--- src/rtl/cmac_pkg.sv ---
// cmac_pkg: shared types and Q11.21 helpers for the complex-MAC result writer.
// Holds the writer FSM encoding, accumulator sizing and the overflow test.
package cmac_pkg;

   typedef enum logic [1:0] {
      S_IDLE,
      S_ACC,
      S_WRITE,
      S_DONE
   } state_t;

   localparam int          FRAC_BITS = 21;
   localparam logic [31:0] ONE       = 32'h0020_0000;

   function automatic int acc_w(input int nbit, input int nacc);
      return nbit + $clog2(nacc);
   endfunction

   // True when v does not fit in a signed nbit-wide field.
   function automatic logic sat_ovf(input logic signed [63:0] v,
                                    input int nbit);
      logic signed [63:0] mx;
      mx = (64'sd1 <<< (nbit - 1)) - 64'sd1;
      return (v > mx) || (v < (-mx - 64'sd1));
   endfunction

endpackage

--- src/rtl/cmac_sat_acc.sv ---
// cmac_sat_acc: one lane of clear/add accumulation with a saturated view
// of the running sum including the current input.
module cmac_sat_acc
   import cmac_pkg::*;
#(
   parameter int NBIT = 32,
   parameter int AW   = 34
) (
   input  logic            clk,
   input  logic            rst_n,
   input  logic            clr,
   input  logic            add,
   input  logic [NBIT-1:0] din,
   output logic [NBIT-1:0] sat_val,
   output logic            ovf
);

   logic signed [AW-1:0] acc;
   logic signed [AW-1:0] sum;

   assign sum = acc + AW'(signed'(din));
   assign ovf = sat_ovf(64'(sum), NBIT);

   always_comb begin
      sat_val = sum[NBIT-1:0];
      if (ovf) begin
         sat_val = sum[AW-1] ? {1'b1, {(NBIT-1){1'b0}}}
                             : {1'b0, {(NBIT-1){1'b1}}};
      end
   end

   always_ff @(posedge clk or negedge rst_n) begin
      if (!rst_n) begin
         acc <= '0;
      end else if (clr) begin
         acc <= '0;
      end else if (add) begin
         acc <= sum;
      end
   end

endmodule

--- src/rtl/cmac_result_writer.sv ---
// cmac_result_writer: accumulates NACC complex products per result and
// writes each saturated result to sequential (wrapping) memory addresses.
module cmac_result_writer
   import cmac_pkg::*;
#(
   parameter int NDIR = 4,
   parameter int NBIT = 32,
   parameter int NACC = 4
) (
   input  logic            clk_top,
   input  logic            rst_top,
   input  logic            start,
   input  logic [NDIR-1:0] base_addr,
   input  logic [NDIR:0]   num_res,
   input  logic            in_valid,
   output logic            in_ready,
   input  logic [NBIT-1:0] in_real,
   input  logic [NBIT-1:0] in_imag,
   output logic            wr_en,
   output logic [NDIR-1:0] wr_addr,
   output logic [NBIT-1:0] wr_real,
   output logic [NBIT-1:0] wr_imag,
   output logic            busy,
   output logic            done,
   output logic            sat_flag
);

   localparam int AW = acc_w(NBIT, NACC);
   localparam int CW = $clog2(NACC);
   localparam logic [NDIR:0] IDX_ONE = 1;

   state_t          state;
   state_t          nxt;
   logic [NDIR-1:0] base_q;
   logic [NDIR:0]   num_q;
   logic [NDIR:0]   idx_q;
   logic [CW-1:0]   cnt_q;
   logic            hs;
   logic            last;
   logic            accept;
   logic            idx_last;
   logic            clr;
   logic [NBIT-1:0] re_sat;
   logic [NBIT-1:0] im_sat;
   logic            re_ovf;
   logic            im_ovf;

   assign hs       = in_valid & in_ready;
   assign last     = hs && (cnt_q == CW'(NACC - 1));
   assign accept   = (state == S_IDLE) && start;
   assign idx_last = (idx_q == num_q - IDX_ONE);
   assign clr      = accept || (state == S_WRITE);

   cmac_sat_acc #(.NBIT(NBIT), .AW(AW)) u_re (
      .clk     (clk_top),
      .rst_n   (rst_top),
      .clr     (clr),
      .add     (hs),
      .din     (in_real),
      .sat_val (re_sat),
      .ovf     (re_ovf)
   );

   cmac_sat_acc #(.NBIT(NBIT), .AW(AW)) u_im (
      .clk     (clk_top),
      .rst_n   (rst_top),
      .clr     (clr),
      .add     (hs),
      .din     (in_imag),
      .sat_val (im_sat),
      .ovf     (im_ovf)
   );

   always_comb begin
      nxt = state;
      unique case (state)
         S_IDLE:  if (start) nxt = (num_res == '0) ? S_DONE : S_ACC;
         S_ACC:   if (last) nxt = S_WRITE;
         S_WRITE: nxt = idx_last ? S_DONE : S_ACC;
         S_DONE:  nxt = S_IDLE;
         default: nxt = S_IDLE;
      endcase
   end

   // Status strobes are decoded from the next state so they stay registered.
   always_ff @(posedge clk_top or negedge rst_top) begin
      if (!rst_top) begin
         state    <= S_IDLE;
         base_q   <= '0;
         num_q    <= '0;
         idx_q    <= '0;
         cnt_q    <= '0;
         in_ready <= 1'b0;
         wr_en    <= 1'b0;
         wr_addr  <= '0;
         wr_real  <= '0;
         wr_imag  <= '0;
         busy     <= 1'b0;
         done     <= 1'b0;
         sat_flag <= 1'b0;
      end else begin
         state    <= nxt;
         in_ready <= (nxt == S_ACC);
         wr_en    <= (nxt == S_WRITE);
         busy     <= (nxt != S_IDLE);
         done     <= (nxt == S_DONE);
         if (accept) begin
            base_q   <= base_addr;
            num_q    <= num_res;
            idx_q    <= '0;
            cnt_q    <= '0;
            sat_flag <= 1'b0;
         end
         if (hs) begin
            cnt_q <= cnt_q + CW'(1);
         end
         if (last) begin
            wr_addr <= base_q + idx_q[NDIR-1:0];
            wr_real <= re_sat;
            wr_imag <= im_sat;
            if (re_ovf || im_ovf) begin
               sat_flag <= 1'b1;
            end
         end
         if (state == S_WRITE) begin
            cnt_q <= '0;
            idx_q <= idx_q + IDX_ONE;
         end
      end
   end

endmodule

--- config.mk ---
export PLATFORM = sky130hd
export DESIGN_NAME = cmac_result_writer
export DESIGN_NICKNAME = d
export VERILOG_FILES = /design/src/rtl/cmac_pkg.sv /design/src/rtl/cmac_sat_acc.sv /design/src/rtl/cmac_result_writer.sv
export SDC_FILE = /design/constraint.sdc
export NUM_CORES = 1
export LEC_CHECK = 0
export BUFFER_PORTS_ARGS = -buffer_cell sky130_fd_sc_hd__buf_2
export CELL_PAD_IN_SITES_DETAIL_PLACEMENT = 0
export CELL_PAD_IN_SITES_GLOBAL_PLACEMENT = 1
export CORE_MARGIN = 2
export CORE_UTILIZATION = 45
export DETAILED_ROUTE_END_ITERATION = 6
export GPL_TIMING_DRIVEN = 1
export HOLD_SLACK_MARGIN = 0.12
export PLACE_DENSITY = 0.86
export SLEW_MARGIN = 20
export SYNTH_ARGS = -nofsm -noshare
export SYNTH_HDL_FRONTEND = slang
export SYNTH_SLANG_ARGS = --single-unit
--- constraint.sdc ---
create_clock -name clk_top -period 8.85 [get_ports clk_top]
set_input_delay 0.4425 -clock clk_top [delete_from_list [all_inputs] [get_ports clk_top]]
set_output_delay 0.4425 -clock clk_top [all_outputs]
set_load 0.01 [all_outputs]
==> results by group, run 1 <==
Yosys
  • Mapped Area: 0.0101 mm2
  • FF+latch count, synth: 159
  • Number of distinct library cells after synthesis: 69
  • Area leader, netlist: dfrtp_1
  • Synth Warn #: 0
  • Largest cells by area after synthesis: dfrtp_1, ha_1, a21oi_1, nand2_1, a22o_1
  • Top cell type's share of synthesized area: 39.5%
  • Syn Area/Cell: 8.88 um2
  • Synth Instances: 1,135
  • Register area share after synthesis: 39.5%
  • Number of flops mapped to enable cells by yosys: 0
  • Syn Nets: 1,287
  • Ys async rst share: 100%
  • Top_reg_cell synth: dfrtp_1

STA
  • Total negative setup slack: 0 ns
  • Tmin final: 3.98 ns
  • Period utilization: 44.9%
  • Final Hold Viols: 0
  • Final worst slack: 4.87 ns
  • Pins over their slew limit: 0
  • Final setup fails: 0
  • RSZ-0062 raised after global routing: false
  • Fin Hold WS: 0.114 ns
  • Clock Skew: 0.00921 ns
  • Measured slew at the worst slew-check pin: 0.890 ns
  • Slew margin rel.: 40.7%
  • Fmax: 251 MHz

GRT
  • Initial antenna violation count: 0
  • Total track usage: 22.5%
  • First-pass GRT wire length: 43,700 um
  • Largest net degree at the start of global routing: 91
  • Grt ovf: 0
  • Vias in the first global route: 8,491

Die
  • Area of the core: 0.0219 mm2
  • Die area: 0.0236 mm2
  • Ports: 150
  • Rows: 54
  • Die width: 154 um
  • Initial Utilization: 46.0%
  • Die height: 154 um

Detailed routing
  • Post-Route WL: 26,100 um
  • Drt pass-1 iters: 5
  • Post-route ant nets: 0
  • Post-route DRC: 0
  • DR WL/cell: 17.0 um
  • DR vias/cell: 5.66
  • Via count: 8,714
  • Starting DRT DRC Count: 529

Finish
  • Multi-input logic area: 0.00573 mm2
  • Final core occ: 52.6%
  • Fillers: 2,139
  • Antenna Cells: 0
  • Share of cells above drive strength 1: 16.9%
  • Design area: 0.0115 mm2
  • Nets@finish: 1,399
  • Syn-to-layout area delta: 14.4%
  • Seq. cell area: 0.00398 mm2

Pwr
  • VDD IR max: 0.000148 V
  • PwrDens: 400 mW/mm2
  • Pleak: 5.50 nW

Job
  • Max-cap violations: 0

Placement
  • Dpl hpwl: 18,600 um
  • GPL Wtd Cong: 0.898
  • Setup WS pre-CTS: 4.54 ns
  • # port buffers: 149
  • DP Area: 0.0109 mm2

Worst setup path
  • Max FO, Critical Path: 19
  • Arrival time worst endpoint: 4.27 ns
  • Crit path capture type: flip-flop
  • Worst Path Class, Setup: reg -> reg
  • CP peak stage delay: 0.51 ns
  • Setup crit start kind: flip-flop
  • Crit path cell chain: ha_1 > inv_1 > fa_1 > nor2b_1 > o21ai_0 > a21oi_1 > o2111ai_1 > a31oi_1 > a31oi_1 > xnor2_1 > o21a_1 > nor2_2 > buf_4 > a21oi_1
  • R2r worst-path depth: 14
  • Crit-path slowest cell: nor2_2
  • CP required: 9.14 ns

Clocking
  • Sink Count: 159
  • Setup Buffers After CTS: 0
  • Post-CTS Hold Buffers: 0
  • CTS tree: yes
  • Worst-Skew Late Latency: 0.42 ns
  • PostCTS Resize Cnt: 0
  • CTS Buf Count: 17
  • Clock Tree Root: clkbuf_16
  • Clock slew at reported path FFs: 0.06 ns
  • CTS max path bufs: 2
  • H-tree depth: 4

Min path
  • Hold Path Class: in -> async

Status
  • Status: completed
-- Yosys cell counts (all sizes together), types with 2 or more instances --
cell type  number
a211oi          6
o22ai           3
or2             5
and3            9
nand3          19
a311o           3
o21bai          8
fa              3
a21o           28
a211o           4
mux2i           2
dfrtp         159
or3             3
nor3            5
and2           10
a22o           62
nor2          107
nand2b          7
o21a           10
nand4          18
o211ai          7
a21oi         140
o221a           2
buf            14
xnor2          39
a31oi          13
xor2           31
nor2b           4
nand2         162
o2111ai         5
a221oi          2
o31ai           6
inv            27
o21ai          64
a221o           2
a31o            3
a41oi           2
a2111oi         2
clkbuf         47
ha             72
-- report_power, final --
part | switching [mW] | internal, mW
Sequential | 0.192 | 1.06
Combinational | 1.58 | 1.05
Clock | 0.305 | 0.430
-- routing by layer --
layer / up-vias / GRT usage, % / part of all wire [%]
met4: 0 / 5.99 / 1.5
met5: - / 0 / 0
li1: 4300 / - / -
met3: 27 / 4.11 / 5.5
met2: 226 / 35.7 / 45
met1: 4161 / 31.8 / 48
-- cell type report --
cell class	count	area share (%)
clock buffer	22	4.03
clock inverter	10	0.977
inverter	27	0.879
multi-input combinational	888	49.7
sequential	159	34.5
tap	280	3.04
timing repair buffer	154	6.85
-- through the flow --
step	instances	total power, mW
floorplan	1135	3.23
global placement	1508	3.83
detailed placement	1508	3.88
CTS	1540	4.63
global route	1540	5.04
finish	1540	4.61
-- worst max-delay path: cells and delay by family, from the launching register on --
family,cells,cell delay (ns)
and+or+nand+nor,2,0.62
adders and majority gates,2,0.59
DFF,1,0.35
xor gates and xnor gates,1,0.21
buffers and inverters,2,0.44
AOI/OAI and AO/OA,7,1.62
-- worst paths after layout --
path | startpoint | slack (ns) | endpoint
worst max-delay path | u_re.acc[0]$_DFFE_PN0P_ | 4.87 | wr_real[2]$_DFFE_PN0P_
worst min-delay path | rst_top | 0.11 | wr_real[3]$_DFFE_PN0P_
worst max register to register | u_re.acc[0]$_DFFE_PN0P_ | 4.87 | wr_real[2]$_DFFE_PN0P_
worst min register to register | wr_addr[3]$_DFFE_PN0P_ | 0.48 | wr_addr[3]$_DFFE_PN0P_
max in group asynchronous | rst_top | 7.32 | idx_q[2]$_DFFE_PN0N_
min in group clk_top | base_addr[0] | 0.21 | base_q[0]$_DFFE_PN0P_
-- logic make-up (layout without fill, tap and decap cells) --
kind of cell             after synthesis  count (layout)  synth area share, %
AO/OA/AOI/OAI                        386             386                 25.6
XOR/XNOR                              70              70                 6.09
adder cells (fa/ha/maj)               75              75                 9.54
buffers and inverters                 88             213                 3.89
flip-flops                           159             159                 39.5
multiplexers                           2               2                0.199
AND/OR/NAND/NOR                      355             355                 15.2
-- registers in the layout (all words and copies together) (netlist names), 4 cells and up --
| name | cells |
|---|---|
| idx_q | 5 |
| wr_imag | 32 |
| u_im.acc | 34 |
| base_q | 4 |
| wr_addr | 4 |
| wr_real | 32 |
| num_q | 5 |
| u_re.acc | 34 |
-- cells in the final DEF (no fill, tap or decap), types with 4 or more instances in the layout --
cell type / n
o211ai_1: 7
a211o_1: 4
nand4_1: 18
nor3_1: 5
buf_2: 148
o31ai_1: 6
dfrtp_1: 159
clkbuf_16: 17
o2111ai_1: 5
a21oi_1: 132
o21a_1: 10
a22o_1: 62
xor2_1: 31
ha_1: 72
clkinv_2: 4
a31oi_1: 13
nor2b_1: 4
a21o_1: 27
nand2_1: 162
a21oi_2: 7
a211oi_1: 6
and2_1: 9
o21bai_1: 7
xnor2_1: 39
or2_2: 5
nor2_1: 105
o21ai_0: 61
nand3_1: 19
nand2b_1: 7
inv_1: 27
buf_4: 5
and3_1: 7
(Power assumes the default switching activity.)
==> run 2, diff against run 1 <==
CORE_UTILIZATION = 40   (was 45)
PLACE_DENSITY = 0.81   (was 0.86)
clock period = 3.3 ns   (was 8.85 ns; I/O delays follow)
==> results by group, run 2 (same netlist as run 1, synthesis figures left out) <==
Status
  • Status: completed

Worst setup path
  • Crit-path slowest cell: a2111o_1
  • Setup crit start kind: flip-flop
  • Worst R2R Setup Slack: 0.03 ns (-4.85 ns)
  • CP peak stage delay: 0.39 ns (-0.12 ns)
  • Worst r2r src: u_im.acc[0]$_DFFE_PN0P_
  • Worst Path Class, Setup: reg -> reg
  • Crit path capture type: flip-flop
  • CP required: 3.65 ns (-5.49 ns)
  • Arrival time worst endpoint: 3.63 ns (-0.64 ns)
  • FF-to-FF End: wr_imag[17]$_DFFE_PN0P_
  • Max FO, Critical Path: 8 (-11)
  • Crit path cell chain: ha_2 > inv_2 > fa_2 > nor2b_2 > o31a_1 > o2111ai_2 > a2111o_1 > o211ai_1 > xor2_1 > and3_4 > o21bai_4 > buf_12 > clkbuf_16 > nand2_1 > a21oi_1
  • R2r worst-path depth: 15 (+1)

STA
  • Final worst slack: 0.0287 ns (-4.85 ns)
  • Slew margin rel.: 39.1% (-1.6 points)
  • Final setup fails: 0 (unchanged)
  • Pins over their slew limit: 0 (unchanged)
  • Fmax: 306 MHz (+22%)
  • Fin Hold WS: 0.142 ns (+0.0279 ns)
  • Period utilization: 99.1% (+54 points)
  • Measured slew at the worst slew-check pin: 0.913 ns (+0.0235 ns)
  • Final Hold Viols: 0 (unchanged)
  • Tmin final: 3.27 ns (-0.705 ns)
  • Clock Skew: 0.0166 ns (+0.00739 ns)
  • RSZ-0062 raised after global routing: true

Finish
  • Final Non-Filler Cells: 1,642 (+6.6%)
  • Antenna Cells: 0 (unchanged)
  • Commonest non-fill, non-tap cell in the layout: dfrtp_1
  • Largest regs: u_im.acc x34, u_re.acc x34
  • Commonest cells after routing, fill and taps aside: dfrtp_1, nand2_1, buf_2
  • Fillers: 2,400 (+12%)
  • Final core occ: 49.7% (-3.0 points)
  • Nets@finish: 1,451 (+3.7%)
  • Share of cells above drive strength 1: 22.4% (+5.5 points)
  • Syn-to-layout area delta: 23.1%

Detailed routing
  • Post-route DRC: 0 (unchanged)
  • Drt pass-1 iters: 5 (unchanged)
  • DR WL/cell: 17.2 um (+1.4%)
  • Post-route ant nets: 0 (unchanged)
  • Starting DRT DRC Count: 616 (+16%)
  • Post-Route WL: 28,300 um (+8.1%)
  • DR vias/cell: 5.51 (-2.6%)
  • Via count: 9,052 (+3.9%)

Pwr
  • VDD IR max: 0.000430 V (+190%)
  • PwrDens: 1100 mW/mm2 (+180%)
  • Power after layout: 13.7 mW (+200%)
  • Pleak: 5.87 nW (+6.6%)

GRT
  • Total track usage: 21.3% (-1.2 points)
  • Vias in the first global route: 8,851 (+4.2%)
  • Initial antenna violation count: 0 (unchanged)
  • Largest net degree at the start of global routing: 92 (+1.1%)
  • First-pass GRT wire length: 45,500 um (+4.1%)
  • Grt ovf: 0 (unchanged)

Min path
  • Hold path depth: 3
  • Hold Path Class: in -> reg
  • Hold Startpoint: in_imag[0]
  • Worst min-delay path endpoint: u_im.acc[0]$_DFFE_PN0P_

Job
  • Max-cap violations: 0 (unchanged)

Die
  • Ports: 150 (unchanged)
  • Die height: 163 um (+5.9%)
  • Die width: 163 um (+5.9%)
  • Rows: 58 (+7.4%)
  • Initial Utilization: 40.4% (-5.7 points)
  • Die area: 0.0265 mm2 (+12%)
  • Area of the core: 0.0250 mm2 (+14%)

Placement
  • Setup WS pre-CTS: 0.0302 ns (-4.51 ns)
  • Placed Instances: 1,590 (+5.4%)
  • Dpl hpwl: 20,000 um (+7.8%)
  • # port buffers: 149 (unchanged)
  • GPL Wtd Cong: 0.873 (-2.7%)

Clocking
  • H-tree depth: 4 (unchanged)
  • Clock slew at reported path FFs: 0.07 ns (about the same)
  • Worst-Skew Late Latency: 0.43 ns (about the same)
  • CTS tree: yes
  • Sink Count: 159 (unchanged)
  • Clock Tree Root: clkbuf_16
  • CTS max path bufs: 2 (unchanged)
  • CTS Buf Count: 17 (unchanged)
## run 2: routing by layer
| metal | global-route usage (%) | share of wire (%) |
|---|---|---|
| met1 | 30.2 | 49 |
| met5 | 0 | 0 |
| met3 | 3.85 | 4.6 |
| met4 | 6.03 | 1.6 |
| met2 | 33.5 | 45 |
## run 2: what timing repair did
action / 4_1_cts / 5_1_grt
endpoints found under the hold margin: 102 / 0
hold buffers: 12 / 0
setup buffers: 0 / 6
setup endpoints to repair: 0 / 65
gates resized for setup: 0 / 40
## run 2: layout make-up
| type | instances | area [um2] | share of cell area, % |
|---|---|---|---|
| clock buffers | 22 | 494 | 3.99 |
| inverters | 27 | 101 | 0.817 |
| repair buffers | 206 | 1360 | 11.0 |
| well taps | 330 | 413 | 3.33 |
| clock inverters | 10 | 173 | 1.39 |
| multi-input cells | 888 | 5880 | 47.4 |
| flip-flops and latches | 159 | 3980 | 32.1 |
## run 2: where the power goes
group / switching [mW] / total (mW) / internal [mW]
clock network: 0.853 / 2.24 / 1.38
logic: 4.59 / 8.08 / 3.49
registers: 0.549 / 3.38 / 2.83
total: 5.99 / 13.7 / 7.71
## run 2: worst max path at each step
stage	startpoint	slack [ns]	end	depth (start not counted)
2_1_floorplan	u_re.acc[8]$_DFFE_PN0P_	0.28	wr_real[30]$_DFFE_PN0P_	13
3_3_place_gp	u_im.acc[0]$_DFFE_PN0P_	0.1	wr_imag[10]$_DFFE_PN0P_	14
3_5_place_dp	u_im.acc[0]$_DFFE_PN0P_	0.03	wr_imag[14]$_DFFE_PN0P_	14
4_1_cts	u_re.acc[0]$_DFFE_PN0P_	0.004	wr_real[22]$_DFFE_PN0P_	14
5_1_grt	u_im.acc[25]$_DFFE_PN0P_	-0.12	wr_imag[9]$_DFFE_PN0P_	13
6_report	u_im.acc[0]$_DFFE_PN0P_	0.03	wr_imag[17]$_DFFE_PN0P_	15
## run 2: critical path, delay by kind of cell (launching register included)
family | cells | cell delay (ns)
AO/OA/AOI/OAI | 6 | 1.20
adder cells (fa/ha/maj) | 2 | 0.54
AND/OR/NAND/NOR | 3 | 0.43
flip-flops | 1 | 0.37
buffers and inverters | 3 | 0.34
XOR/XNOR | 1 | 0.31
## run 2: metrics by stage
stage | setup TNS (ns) | instance area, um2
CTS | 0 | 12100
detailed placement | 0 | 11300
global route | -2.64 | 12400
floorplan | 0 | 10100
finish | 0 | 12400
global placement | 0 | 11300
==> run 3, diff against run 2 <==
CORE_UTILIZATION = 41   (was 40)
CTS_BUF_LIST = sky130_fd_sc_hd__clkbuf_8   (was default)
PLACE_DENSITY = 0.82   (was 0.81)
==> results by group, run 3 (same netlist as run 1, synthesis figures left out) <==
GRT
  • Vias in the first global route: 8,976 (+1.4%)
  • Grt ovf: 0 (unchanged)
  • Initial antenna violation count: 0 (unchanged)
  • First-pass GRT wire length: 45,000 um (-0.93%)
  • Largest net degree at the start of global routing: 82 (-11%)
  • Total track usage: 21.5% (+0.20 points)

Placement
  • GPL Wtd Cong: 0.850 (-2.6%)
  • # port buffers: 149 (unchanged)
  • Placed Instances: 1,582 (-0.50%)
  • Dpl hpwl: 19,500 um (-2.5%)

Die
  • Rows: 57 (-1.7%)
  • Initial Utilization: 41.5% (+1.2 points)
  • Area of the core: 0.0242 mm2 (-2.9%)
  • Die width: 161 um (-1.2%)
  • Ports: 150 (unchanged)
  • Die area: 0.0258 mm2 (-2.4%)
  • Die height: 161 um (-1.2%)

Job
  • Max-cap violations: 0 (unchanged)

STA
  • Final setup fails: 0 (unchanged)
  • Clock Skew: 0.0171 ns (+0.000486 ns)
  • Total negative setup slack: 0 ns (unchanged)
  • Final Hold Viols: 0 (unchanged)
  • Fmax: 317 MHz (+3.6%)
  • Measured slew at the worst slew-check pin: 0.843 ns (-0.0700 ns)
  • Slew margin rel.: 43.8% (+4.7 points)
  • Fin Hold WS: 0.218 ns (+0.0757 ns)
  • Pins over their slew limit: 0 (unchanged)
  • Period utilization: 95.6% (-3.5 points)
  • Tmin final: 3.16 ns (-0.115 ns)

Clocking
  • Clock Tree Root: clkbuf_8
  • CTS Buf Count: 17 (unchanged)
  • CTS max path bufs: 2 (unchanged)
  • Worst-Skew Late Latency: 0.47 ns (+0.04 ns)
  • Sink Count: 159 (unchanged)
  • H-tree depth: 4 (unchanged)
  • Clock slew at reported path FFs: 0.09 ns (+0.02 ns)
  • CTS tree: yes

Worst setup path
  • Crit path capture type: flip-flop
  • Worst Path Class, Setup: in -> reg
  • Delay-heaviest family, CP: compound AO/OA/AOI/OAI gates
  • Max FO, Critical Path: 12 (+4)
  • Crit-path slowest cell: dlygate4sd3_1
  • CP peak stage delay: 0.53 ns (+0.14 ns)
  • Setup crit start kind: input port
  • Crit path cell chain: dlygate4sd3_1 > buf_2 > ha_1 > inv_1 > fa_2 > nor2b_2 > o31a_1 > o2111ai_2 > a2111o_1 > o211ai_1 > xor2_2 > a21o_1 > o21ai_2 > and2_4 > buf_4 > a21oi_1
  • R2r worst-path depth: 14 (-1)
  • Worst r2r src: u_im.acc[0]$_DFFE_PN0P_
  • CP required: 3.70 ns (+0.05 ns)
  • Worst R2R Setup Slack: 0.16 ns (+0.13 ns)
  • Arrival time worst endpoint: 3.55 ns (-0.08 ns)
  • FF-to-FF End: wr_imag[15]$_DFFE_PN0P_
  • CP bufs+invs: 4 (+1)
  • Critical Path Source: in_imag[0]

Finish
  • Multi-input logic area: 0.00583 mm2 (-0.91%)
  • Antenna Cells: 0 (unchanged)
  • Nets@finish: 1,448 (-0.21%)
  • Fillers: 2,383 (-0.71%)
  • Commonest non-fill, non-tap cell in the layout: nand2_1
  • Syn-to-layout area delta: 19.1%
  • Seq. cell area: 0.00398 mm2 (unchanged)
  • Largest regs: u_im.acc x34, u_re.acc x34
  • Commonest cells after routing, fill and taps aside: nand2_1, dfrtp_1, buf_2
  • Final Non-Filler Cells: 1,632 (-0.61%)
  • Share of cells above drive strength 1: 20.4% (-2.0 points)

Detailed routing
  • Met3 WL: 1310 um (+1.6%)
  • Post-Route WL: 27,300 um (-3.5%)
  • Metal-1 WL: 13,100 um (-4.6%)
  • DR WL/cell: 16.7 um (-2.9%)
  • Via count: 9,007 (-0.50%)
  • Metal2 WL: 12,200 um (-4.2%)
  • Post-route ant nets: 0 (unchanged)
  • Uppermost routed layer: met4
  • DR vias/cell: 5.52 (+0.11%)
  • Post-route DRC: 0 (unchanged)
  • Drt pass-1 iters: 5 (unchanged)
  • Starting DRT DRC Count: 583 (-5.4%)

Min path
  • Hold Startpoint: in_imag[1]
  • Worst min-delay path endpoint: u_im.acc[1]$_DFFE_PN0P_
  • Hold Path Class: in -> reg
  • Hold path depth: 4 (+1)

Pwr
  • VDD IR max: 0.000386 V (-10%)
  • Pleak: 5.72 nW (-2.4%)
  • PwrDens: 1050 mW/mm2 (-4.7%)
  • Power after layout: 12.6 mW (-7.7%)

Status
  • Status: completed
## run 3: changes by cell type in the layout (fill, tap and decap cells not counted), sizes merged
| cell | before | now |
|---|---|---|
| clkinv | 1 | 3 |
| clkbuf | 24 | 19 |
| inv | 30 | 31 |
| dlygate4sd3 | 11 | 13 |
| bufinv | 4 | 3 |
| buf | 193 | 190 |
## run 3: worst reg2reg max path: cells and delay by family, from the launching register on
kind	cells	cell delay, ns
buf+inv	2	0.25
flops	1	0.36
fa+ha+maj	2	0.51
compound gates	7	1.40
simple gates	2	0.30
xor+xnor	1	0.25
## run 3: timing repair
| item | 4_1_cts | 5_1_grt |
|---|---|---|
| buffers inserted | 0 | 6 |
| endpoints found under the setup margin | 1 | 67 |
| cloned | 0 | 0 |
| hold endpoints to repair | 95 | 0 |
| hold buffers | 13 | 0 |
| gates resized for setup | 1 | 25 |
| pin swaps | 0 | 13 |
## run 3: final cells by class
type	count	share of cell area, %
Clock buffer	19	2.18
Multi-Input combinational cell	888	48.6
Clock inverter	12	1.20
Inverter	27	0.845
Tap cell	324	3.38
Sequential cell	159	33.2
Timing Repair Buffer	203	10.7
## run 3: power by group
group / internal (mW) / leakage (nW) / switching (mW)
registers: 2.83 / 1.93 / 0.521
logic: 3.29 / 3.58 / 4.46
clock network: 0.777 / 0.212 / 0.764
total: 6.89 / 5.72 / 5.74
## run 3: layer usage
metal | global-route usage [%] | up-vias
met2 | 34.1 | 216
met4 | 6.57 | 0
met3 | 4.44 | 34
li1 | - | 4410
met1 | 29.8 | 4347
met5 | 0 | -
## run 3: per-stage QoR
step           setup WS (ns)  util (%)  instance area [um2]
2_1_floorplan          0.281         -                10100
3_3_place_gp           0.136      46.6                11300
3_5_place_dp          0.0403      46.6                11300
4_1_cts               0.0294      48.8                11800
5_1_grt              -0.0112      49.5                12000
6_report               0.144      49.5                12000
## run 3: how the worst max path moves through the flow
| stage | to | slack (ns) | depth (start not counted) |
|---|---|---|---|
| 2_1_floorplan | wr_real[30]$_DFFE_PN0P_ | 0.28 | 13 |
| 3_3_place_gp | wr_imag[8]$_DFFE_PN0P_ | 0.14 | 14 |
| 3_5_place_dp | wr_real[30]$_DFFE_PN0P_ | 0.04 | 14 |
| 4_1_cts | wr_imag[12]$_DFFE_PN0P_ | 0.03 | 14 |
| 5_1_grt | wr_imag[28]$_DFFE_PN0P_ | -0.01 | 14 |
| 6_report | wr_imag[15]$_DFFE_PN0P_ | 0.14 | 16 |
